**config.mk**
```make
export PLATFORM = sky130hd
export DESIGN_NAME = linreg_error_accum_flat
export DESIGN_NICKNAME = d
export VERILOG_FILES = /design/src/rtl/linreg_pkg.sv /design/src/rtl/linreg_error_accum_if.sv /design/src/rtl/linreg_fxp_mul.sv /design/src/rtl/linreg_error_accum.sv /design/src/flat_wrapper.sv
export SDC_FILE = /design/constraint.sdc
export NUM_CORES = 2
export LEC_CHECK = 0
export CORE_MARGIN = 2
export CORE_UTILIZATION = 55
export CTS_BUF_LIST = sky130_fd_sc_hd__clkbuf_8
export CTS_CLUSTER_DIAMETER = 150
export DETAILED_ROUTE_END_ITERATION = 16
export HOLD_SLACK_MARGIN = 0.08
export MAX_ROUTING_LAYER = met4
export PLACE_DENSITY = 0.73
export SLEW_MARGIN = 20
export SYNTH_ARGS = -nofsm -noshare
export SYNTH_HDL_FRONTEND = slang
export SYNTH_SLANG_ARGS = --single-unit
```
**constraint.sdc**
```tcl
create_clock -name clk -period 11.6 [get_ports clk]
set_input_delay 1.16 -clock clk [delete_from_list [all_inputs] [get_ports clk]]
set_output_delay 1.16 -clock clk [all_outputs]
set_load 0.01 [all_outputs]
```
**src/rtl/linreg_pkg.sv**
```systemverilog
`default_nettype none
// +--------------------------------------------------------------------------+
// | linreg_pkg: shared types, defaults and saturating add for the error path  |
// | Revision: 1.0                                                             |
// +--------------------------------------------------------------------------+
package linreg_pkg;

  localparam int W_DEF    = 20;
  localparam int FRAC_DEF = 10;
  localparam int ONE      = 1 << FRAC_DEF;

  typedef enum logic [1:0] {
    ST_IDLE  = 2'd0,
    ST_RUN   = 2'd1,
    ST_DRAIN = 2'd2,
    ST_DONE  = 2'd3
  } state_e;

  typedef struct packed {
    logic               sat;
    logic signed [63:0] val;
  } sat_res_t;

  // Signed add clamped to a w-bit two's complement range; sat flags a clamp.
  function automatic sat_res_t sat_add(input logic signed [63:0] a,
                                       input logic signed [63:0] b,
                                       input int                 w);
    logic signed [63:0] sum;
    logic signed [63:0] hi;
    logic signed [63:0] lo;
    sat_res_t           r;
    sum   = a + b;
    hi    = (64'sd1 <<< (w - 1)) - 64'sd1;
    lo    = -(64'sd1 <<< (w - 1));
    r.sat = (sum > hi) || (sum < lo);
    r.val = (sum > hi) ? hi : ((sum < lo) ? lo : sum);
    return r;
  endfunction

endpackage
`default_nettype wire

```
**src/rtl/linreg_error_accum_if.sv**
```systemverilog
`default_nettype none
// +--------------------------------------------------------------------------+
// | linreg_error_accum_if: sample stream in, error stream and totals out      |
// | Revision: 1.0   (sse present only when LINREG_SSE_EN is defined)          |
// +--------------------------------------------------------------------------+
interface linreg_error_accum_if #(
  parameter int W     = linreg_pkg::W_DEF,
  parameter int ACC_W = 32,
  parameter int CNT_W = 16
);
  logic                    start;
  logic                    in_valid;
  logic                    in_last;
  logic                    in_ready;
  logic signed [W-1:0]     x;
  logic signed [W-1:0]     y;
  logic signed [W-1:0]     b0;
  logic signed [W-1:0]     b1;
  logic                    err_valid;
  logic signed [W-1:0]     err;
  logic signed [ACC_W-1:0] sum_e;
  logic signed [ACC_W-1:0] sum_ex;
  logic [CNT_W-1:0]        count;
  logic                    ovf;
  logic                    done;
`ifdef LINREG_SSE_EN
  logic signed [ACC_W-1:0] sse;

  modport master (
    output start, in_valid, in_last, x, y, b0, b1,
    input  in_ready, err_valid, err, sum_e, sum_ex, count, ovf, done, sse
  );
  modport slave (
    input  start, in_valid, in_last, x, y, b0, b1,
    output in_ready, err_valid, err, sum_e, sum_ex, count, ovf, done, sse
  );
`else
  modport master (
    output start, in_valid, in_last, x, y, b0, b1,
    input  in_ready, err_valid, err, sum_e, sum_ex, count, ovf, done
  );
  modport slave (
    input  start, in_valid, in_last, x, y, b0, b1,
    output in_ready, err_valid, err, sum_e, sum_ex, count, ovf, done
  );
`endif
endinterface
`default_nettype wire

```
**src/rtl/linreg_fxp_mul.sv**
```systemverilog
`default_nettype none
// +--------------------------------------------------------------------------+
// | linreg_fxp_mul: registered signed WxW multiply, result >>> FRAC           |
// | Revision: 1.0                                                             |
// +--------------------------------------------------------------------------+
module linreg_fxp_mul #(
  parameter int W     = 20,
  parameter int FRAC  = 10,
  parameter int OUT_W = 20
) (
  input  logic                    clk,
  input  logic                    reset,
  input  logic signed [W-1:0]     a_i,
  input  logic signed [W-1:0]     b_i,
  output logic signed [OUT_W-1:0] p_o
);
  logic signed [2*W-1:0]   prod;
  logic signed [OUT_W-1:0] p_q;

  assign prod = a_i * b_i;

  always_ff @(posedge clk or posedge reset) begin
    if (reset) p_q <= '0;
    else       p_q <= OUT_W'(prod >>> FRAC);
  end

  assign p_o = p_q;
endmodule
`default_nettype wire

```
**src/rtl/linreg_error_accum.sv**
```systemverilog
`default_nettype none
// +--------------------------------------------------------------------------+
// | linreg_error_accum: pipelined e = y-(b0+b1*x) with saturating epoch sums  |
// | Revision: 1.0   (LINREG_SSE_EN adds the sum-of-squared-error output)      |
// +--------------------------------------------------------------------------+
module linreg_error_accum
  import linreg_pkg::*;
#(
  parameter int W     = W_DEF,
  parameter int FRAC  = FRAC_DEF,
  parameter int ACC_W = 32,
  parameter int CNT_W = 16
) (
  input  logic                clk,
  input  logic                reset,
  linreg_error_accum_if.slave bus
);
  localparam int PW = 2 * W - FRAC;

  state_e                  state_q, state_d;
  logic                    in_ready, accept;
  logic                    s1_v_q, err_v_q;
  logic signed [W-1:0]     b0_q, y_q, x_q, err_q, bx, err_d;
  logic signed [PW-1:0]    ex;
  logic signed [ACC_W-1:0] sum_e_q, sum_ex_q;
  logic [CNT_W-1:0]        count_q;
  logic                    ovf_q, cnt_sat, sse_sat;
  sat_res_t                add_e, add_ex;

  assign in_ready = (state_q == ST_RUN);
  assign accept   = bus.in_valid & in_ready;

  linreg_fxp_mul #(.W(W), .FRAC(FRAC), .OUT_W(W)) u_mul_bx (
    .clk(clk), .reset(reset), .a_i(bus.b1), .b_i(bus.x), .p_o(bx)
  );

  assign err_d = y_q - (b0_q + bx);

  // e*x is formed from the S2 error so its product lands alongside err_q.
  linreg_fxp_mul #(.W(W), .FRAC(FRAC), .OUT_W(PW)) u_mul_ex (
    .clk(clk), .reset(reset), .a_i(err_d), .b_i(x_q), .p_o(ex)
  );

  assign add_e   = sat_add(64'(sum_e_q), 64'(err_q), ACC_W);
  assign add_ex  = sat_add(64'(sum_ex_q), 64'(ex), ACC_W);
  assign cnt_sat = &count_q;

  always_comb begin
    state_d = state_q;
    unique case (state_q)
      ST_IDLE:  state_d = ST_IDLE;
      ST_RUN:   if (accept && bus.in_last) state_d = ST_DRAIN;
      ST_DRAIN: if (!s1_v_q && !err_v_q) state_d = ST_DONE;
      ST_DONE:  state_d = ST_IDLE;
      default:  state_d = ST_IDLE;
    endcase
    if (bus.start) state_d = ST_RUN;
  end

  always_ff @(posedge clk or posedge reset) begin
    if (reset) state_q <= ST_IDLE;
    else       state_q <= state_d;
  end

  always_ff @(posedge clk or posedge reset) begin
    if (reset) begin
      s1_v_q  <= 1'b0;
      err_v_q <= 1'b0;
      b0_q    <= '0;
      y_q     <= '0;
      x_q     <= '0;
      err_q   <= '0;
    end else begin
      s1_v_q  <= accept & ~bus.start;
      err_v_q <= s1_v_q & ~bus.start;
      if (accept) begin
        b0_q <= bus.b0;
        y_q  <= bus.y;
        x_q  <= bus.x;
      end
      if (s1_v_q) err_q <= err_d;
    end
  end

  always_ff @(posedge clk or posedge reset) begin
    if (reset) begin
      sum_e_q  <= '0;
      sum_ex_q <= '0;
      count_q  <= '0;
      ovf_q    <= 1'b0;
    end else if (bus.start) begin
      sum_e_q  <= '0;
      sum_ex_q <= '0;
      count_q  <= '0;
      ovf_q    <= 1'b0;
    end else if (err_v_q) begin
      sum_e_q  <= ACC_W'(add_e.val);
      sum_ex_q <= ACC_W'(add_ex.val);
      count_q  <= cnt_sat ? count_q : count_q + CNT_W'(1);
      ovf_q    <= ovf_q | add_e.sat | add_ex.sat | cnt_sat | sse_sat;
    end
  end

`ifdef LINREG_SSE_EN
  logic signed [PW-1:0]    ee;
  logic signed [ACC_W-1:0] sse_q;
  sat_res_t                add_ee;

  linreg_fxp_mul #(.W(W), .FRAC(FRAC), .OUT_W(PW)) u_mul_ee (
    .clk(clk), .reset(reset), .a_i(err_d), .b_i(err_d), .p_o(ee)
  );

  assign add_ee  = sat_add(64'(sse_q), 64'(ee), ACC_W);
  assign sse_sat = add_ee.sat;

  always_ff @(posedge clk or posedge reset) begin
    if (reset)          sse_q <= '0;
    else if (bus.start) sse_q <= '0;
    else if (err_v_q)   sse_q <= ACC_W'(add_ee.val);
  end

  assign bus.sse = sse_q;
`else
  assign sse_sat = 1'b0;
`endif

  assign bus.in_ready  = in_ready;
  assign bus.err_valid = err_v_q;
  assign bus.err       = err_q;
  assign bus.sum_e     = sum_e_q;
  assign bus.sum_ex    = sum_ex_q;
  assign bus.count     = count_q;
  assign bus.ovf       = ovf_q;
  assign bus.done      = (state_q == ST_DONE);
endmodule
`default_nettype wire
```
**src/flat_wrapper.sv**
```systemverilog
// flat-port wrapper written by rule: the top's interface ports become plain ports
module linreg_error_accum_flat import linreg_pkg::*;
#(
  parameter int W     = W_DEF,
  parameter int FRAC  = FRAC_DEF,
  parameter int ACC_W = 32,
  parameter int CNT_W = 16
)
  (clk, reset, bus_start, bus_in_valid, bus_in_last, bus_x, bus_y, bus_b0, bus_b1, bus_in_ready, bus_err_valid, bus_err, bus_sum_e, bus_sum_ex, bus_count, bus_ovf, bus_done);
  linreg_error_accum_if #(.W(W), .ACC_W(ACC_W), .CNT_W(CNT_W)) bus_i ();
  input  logic clk;
  input  logic reset;
  input wire logic [$bits(bus_i.start)-1:0] bus_start;
  input wire logic [$bits(bus_i.in_valid)-1:0] bus_in_valid;
  input wire logic [$bits(bus_i.in_last)-1:0] bus_in_last;
  input wire logic [$bits(bus_i.x)-1:0] bus_x;
  input wire logic [$bits(bus_i.y)-1:0] bus_y;
  input wire logic [$bits(bus_i.b0)-1:0] bus_b0;
  input wire logic [$bits(bus_i.b1)-1:0] bus_b1;
  output wire logic [$bits(bus_i.in_ready)-1:0] bus_in_ready;
  output wire logic [$bits(bus_i.err_valid)-1:0] bus_err_valid;
  output wire logic [$bits(bus_i.err)-1:0] bus_err;
  output wire logic [$bits(bus_i.sum_e)-1:0] bus_sum_e;
  output wire logic [$bits(bus_i.sum_ex)-1:0] bus_sum_ex;
  output wire logic [$bits(bus_i.count)-1:0] bus_count;
  output wire logic [$bits(bus_i.ovf)-1:0] bus_ovf;
  output wire logic [$bits(bus_i.done)-1:0] bus_done;
  assign bus_i.start = bus_start;
  assign bus_i.in_valid = bus_in_valid;
  assign bus_i.in_last = bus_in_last;
  assign bus_i.x = bus_x;
  assign bus_i.y = bus_y;
  assign bus_i.b0 = bus_b0;
  assign bus_i.b1 = bus_b1;
  assign bus_in_ready = bus_i.in_ready;
  assign bus_err_valid = bus_i.err_valid;
  assign bus_err = bus_i.err;
  assign bus_sum_e = bus_i.sum_e;
  assign bus_sum_ex = bus_i.sum_ex;
  assign bus_count = bus_i.count;
  assign bus_ovf = bus_i.ovf;
  assign bus_done = bus_i.done;
  linreg_error_accum #(.W(W), .FRAC(FRAC), .ACC_W(ACC_W), .CNT_W(CNT_W)) u_core (.clk(clk), .reset(reset), .bus(bus_i));
endmodule
```
==> summary by stage <==
Run status
The run finished with clean final reports.

Route
The via count of the routed design is 28,039. In the routed layout, each cell is associated on average with a via count of 5.49. The count of nets left with antenna violations once routing finished came out at 0. The first routing iteration left 1,488 violations. The sum of routed wire length over all layers is 93,100 microns. The number of iterations in the first detailed-routing pass is 5. The DRC violations left is 0. The routed wirelength normalized by instance count is 18.2 microns.

Global routing
The global route total overflow is 0. The pin count of the biggest net entering global routing is 86. The first global-routing pass estimated 156,000 microns of wire. The number of antenna violations at the first check in global routing is 4. The met3 routing resource usage after global routing is 3.17%.

The all-layer global routing usage is 27.6%. met2 is the most crowded layer. Global routing consumed, on the met1 layer, 34.4% of the routing resources. The number of global-route vias before repair is 30,171. Global routing used 46.9% of the available met2 tracks.

Final layout
The library cell used most frequently in the layout, excluding fill and tap cells, is inv_1. The net total in the final layout is 5,250. The final design instance area without fill is 42,500 sq um. The library cells used most frequently in the layout, excluding fill and tap cells, are inv_1 (837), fa_1 (737), nand2_1 (396). The fraction of layout instances using a drive strength above 1 is 6.53%. Relative to the synthesized area, the layout overhead comes to 9.09%.

CTS
The clock tree root driver cell is clkbuf_8. After clock tree synthesis, the setup repair step added 0 buffers. The maximum number of buffers from clock root to sink is 3. The clock buffer count from CTS is 39.

The clock insertion delay at the later pin of the skew report is 0.62 ns. The count of hold-fix buffers inserted at cts is 0. The H-tree was split into 2 levels. Clock tree synthesis found a total of 215 sinks.

The number of gates resized after CTS is 0. The clock input transition at the sequential cells of the worst setup and hold paths is 0.06 ns. TritonCTS built the clock tree.

Worst setup path
The worst path buffer plus inverter count is 7. On the worst path, the slowest cell contributes a delay of 0.93 ns. The slowest stage of the critical path belongs to the cell fa_1. The cell that appears most often on the critical path is fa_1. The critical path data arrival time is 10.62 ns. Measured in cells, the most critical reg-to-reg path has a length of 36.

For the worst setup path, the data required time is 12.13 ns. In this design, the largest share of critical-path delay is due to adder cells. The sort of element at the end of the critical path is a flop.

The nature of the critical path startpoint is a flop. Along the worst path, the maximum fanout reaches 22. The critical path start-end classification is flop to flop. In this run the number of cells on the critical path is 36.

Yosys
In the synthesized netlist the async set-or-reset flop fraction comes to 100%. The share of Yosys cell area claimed by the top area cell type is 37.8%. In this run, synthesis inferred 0 flip-flops with an integrated enable. The count of synthesis-stage warnings from yosys is 0.

In the synthesized netlist the dominant register cell turns out to be dfrtp_1. Synthesis produced a netlist with a net count of 5,166. The total standard cell area after synthesis is 39,000 sq um. After synthesis, the netlist uses 78 different library cells. The average cell area after synthesis is 9.62 sq um.

After synthesis, the cell types taking the most area are fa_1 (38%), dfrtp_1 (14%), ha_1 (9.3%). The cell type with the highest aggregate area in the netlist is fa_1. The fraction of the yosys area taken by sequential cells is 13.8%. In the synthesized netlist, the number of instances is 4,053. The number of register bits inferred by synthesis is 215.

Die
The initial standard-cell utilization of the core is 55.6%. The die is 270 microns tall. The number of core rows is 97. The area of the core region is 70,100 sq um. The area of the die is 73,000 sq um. The number of I/O pins is 189.

Measured along the x axis, the die boundary spans 270 microns.

Timing
Summed over all failing endpoints, the final setup total negative slack is 0 ns. The final-report hold violation count is 0. The setup clock skew after layout is 0.0230 ns. Setup repair after global routing left no endpoint under its margin. The time the worst path needs with I/O delays and setup is 10.08 ns. In this run the tightest slew margin relative to its limit is 21.3%. The post-route fraction of the period consumed by the critical path is 86.9%. The final number of setup-violating endpoints is 0.

The top achievable clock speed is 0.0992 GHz. The max-slew violation count is 0. The transition time at the pin with the least slew margin is 1.18 ns.

Placed design
The post-placement cell area is 41,700 sq um. In this run the tool buffered the top-level ports with 188 buffer cells. Detailed placement ended at an HPWL of 72,400 microns.

The congestion estimate from routability-driven global placement came to 0.907.

Worst hold path
The class of the tightest hold or removal check is flop to flop. The instance count along the most critical hold path is 1.

Job
Max-cap violations in this run came to 0.
logic make-up after synthesis:
group / synth area share (%)
flops: 13.8
buf+inv: 9.86
fa+ha+maj: 48.2
xor+xnor: 4.15
simple gates: 14.2
compound gates: 7.54
mux: 2.33
metrics by stage:
step           hold slack (ns)  setup slack [ns]  cells  utilization (%)
6_report                 0.502              1.52   5108             60.6
4_1_cts                  0.506              1.53   5102             60.5
2_1_floorplan            0.479              2.68   4053                -
3_5_place_dp             0.494              1.59   5034             59.4
5_1_grt                  0.514             0.818   5108             60.6
3_3_place_gp             0.488              1.76   5034             59.4
Yosys cell counts (all sizes together), types with 3 or more instances:
cell type	count
o211ai	11
a21oi	99
buf	14
inv	827
o21ai	66
and4	6
nor3	28
and3	20
o22ai	3
a31oi	12
a211oi	43
mux2i	3
nor2	140
nor4	8
xor2	58
xnor2	125
maj3	35
nand2	397
o21bai	9
a21o	48
nor2b	26
nand3	19
o21a	29
dfrtp	215
nand2b	28
a311oi	4
fa	737
o2111ai	3
a41oi	6
mux2	78
o31ai	6
nand3b	4
or3	17
ha	291
a221o	29
a211o	6
a2111oi	6
nand4	12
and2	381
clkbuf	169
or2	8
per-layer routing:
| layer | part of all wire, % | wire, microns | vias up |
|---|---|---|---|
| met1 | 40 | 37700 | 14378 |
| met5 | 0 | 0 | - |
| met3 | 5.8 | 5390 | 187 |
| met2 | 50 | 46600 | 872 |
| li1 | - | - | 12602 |
| met4 | 3.8 | 3520 | 0 |
flip-flops by register name (all words and copies together) (netlist names):
| register | count |
|---|---|
| u_core.state_q | 2 |
| u_core.bus.err | 20 |
| u_core.bus.sum_ex | 32 |
| u_core.bus.err_valid | 1 |
| u_core.bus.sum_e | 32 |
| u_core.u_mul_ex.p_o | 30 |
| u_core.bus.count | 16 |
| u_core.b0_q | 20 |
| u_core.s1_v_q | 1 |
| u_core.bus.ovf | 1 |
| u_core.y_q | 20 |
| u_core.u_mul_bx.p_o | 20 |
| u_core.x_q | 20 |
layout make-up:
type                            count  area, sq um
Timing Repair Buffer              226         2190
Inverter                          828         3120
Fill cell                        6037        27600
Tap cell                          940         1180
Clock buffer                       46          633
Antenna cell                        4         10.0
Sequential cell                   215         5380
Clock inverter                     22          141
Multi-Input combinational cell   2827        29900
worst paths after layout:
kind                                   startpoint                      end  slack, ns
max                        u_core.u_mul_bx.p_o[0]  u_core.u_mul_ex.p_o[28]       1.52
min                               u_core.b0_q[17]          u_core.b0_q[17]       0.50
max reg2reg                u_core.u_mul_bx.p_o[0]  u_core.u_mul_ex.p_o[28]       1.52
min reg2reg                       u_core.b0_q[17]          u_core.b0_q[17]       0.50
max in group asynchronous                   reset  u_core.u_mul_bx.p_o[19]       9.20
min in group asynchronous                   reset     u_core.bus.count[13]       1.01
Power is not shown: default switching activity piles up to over one toggle a cycle in this logic, so the estimate is an artifact.
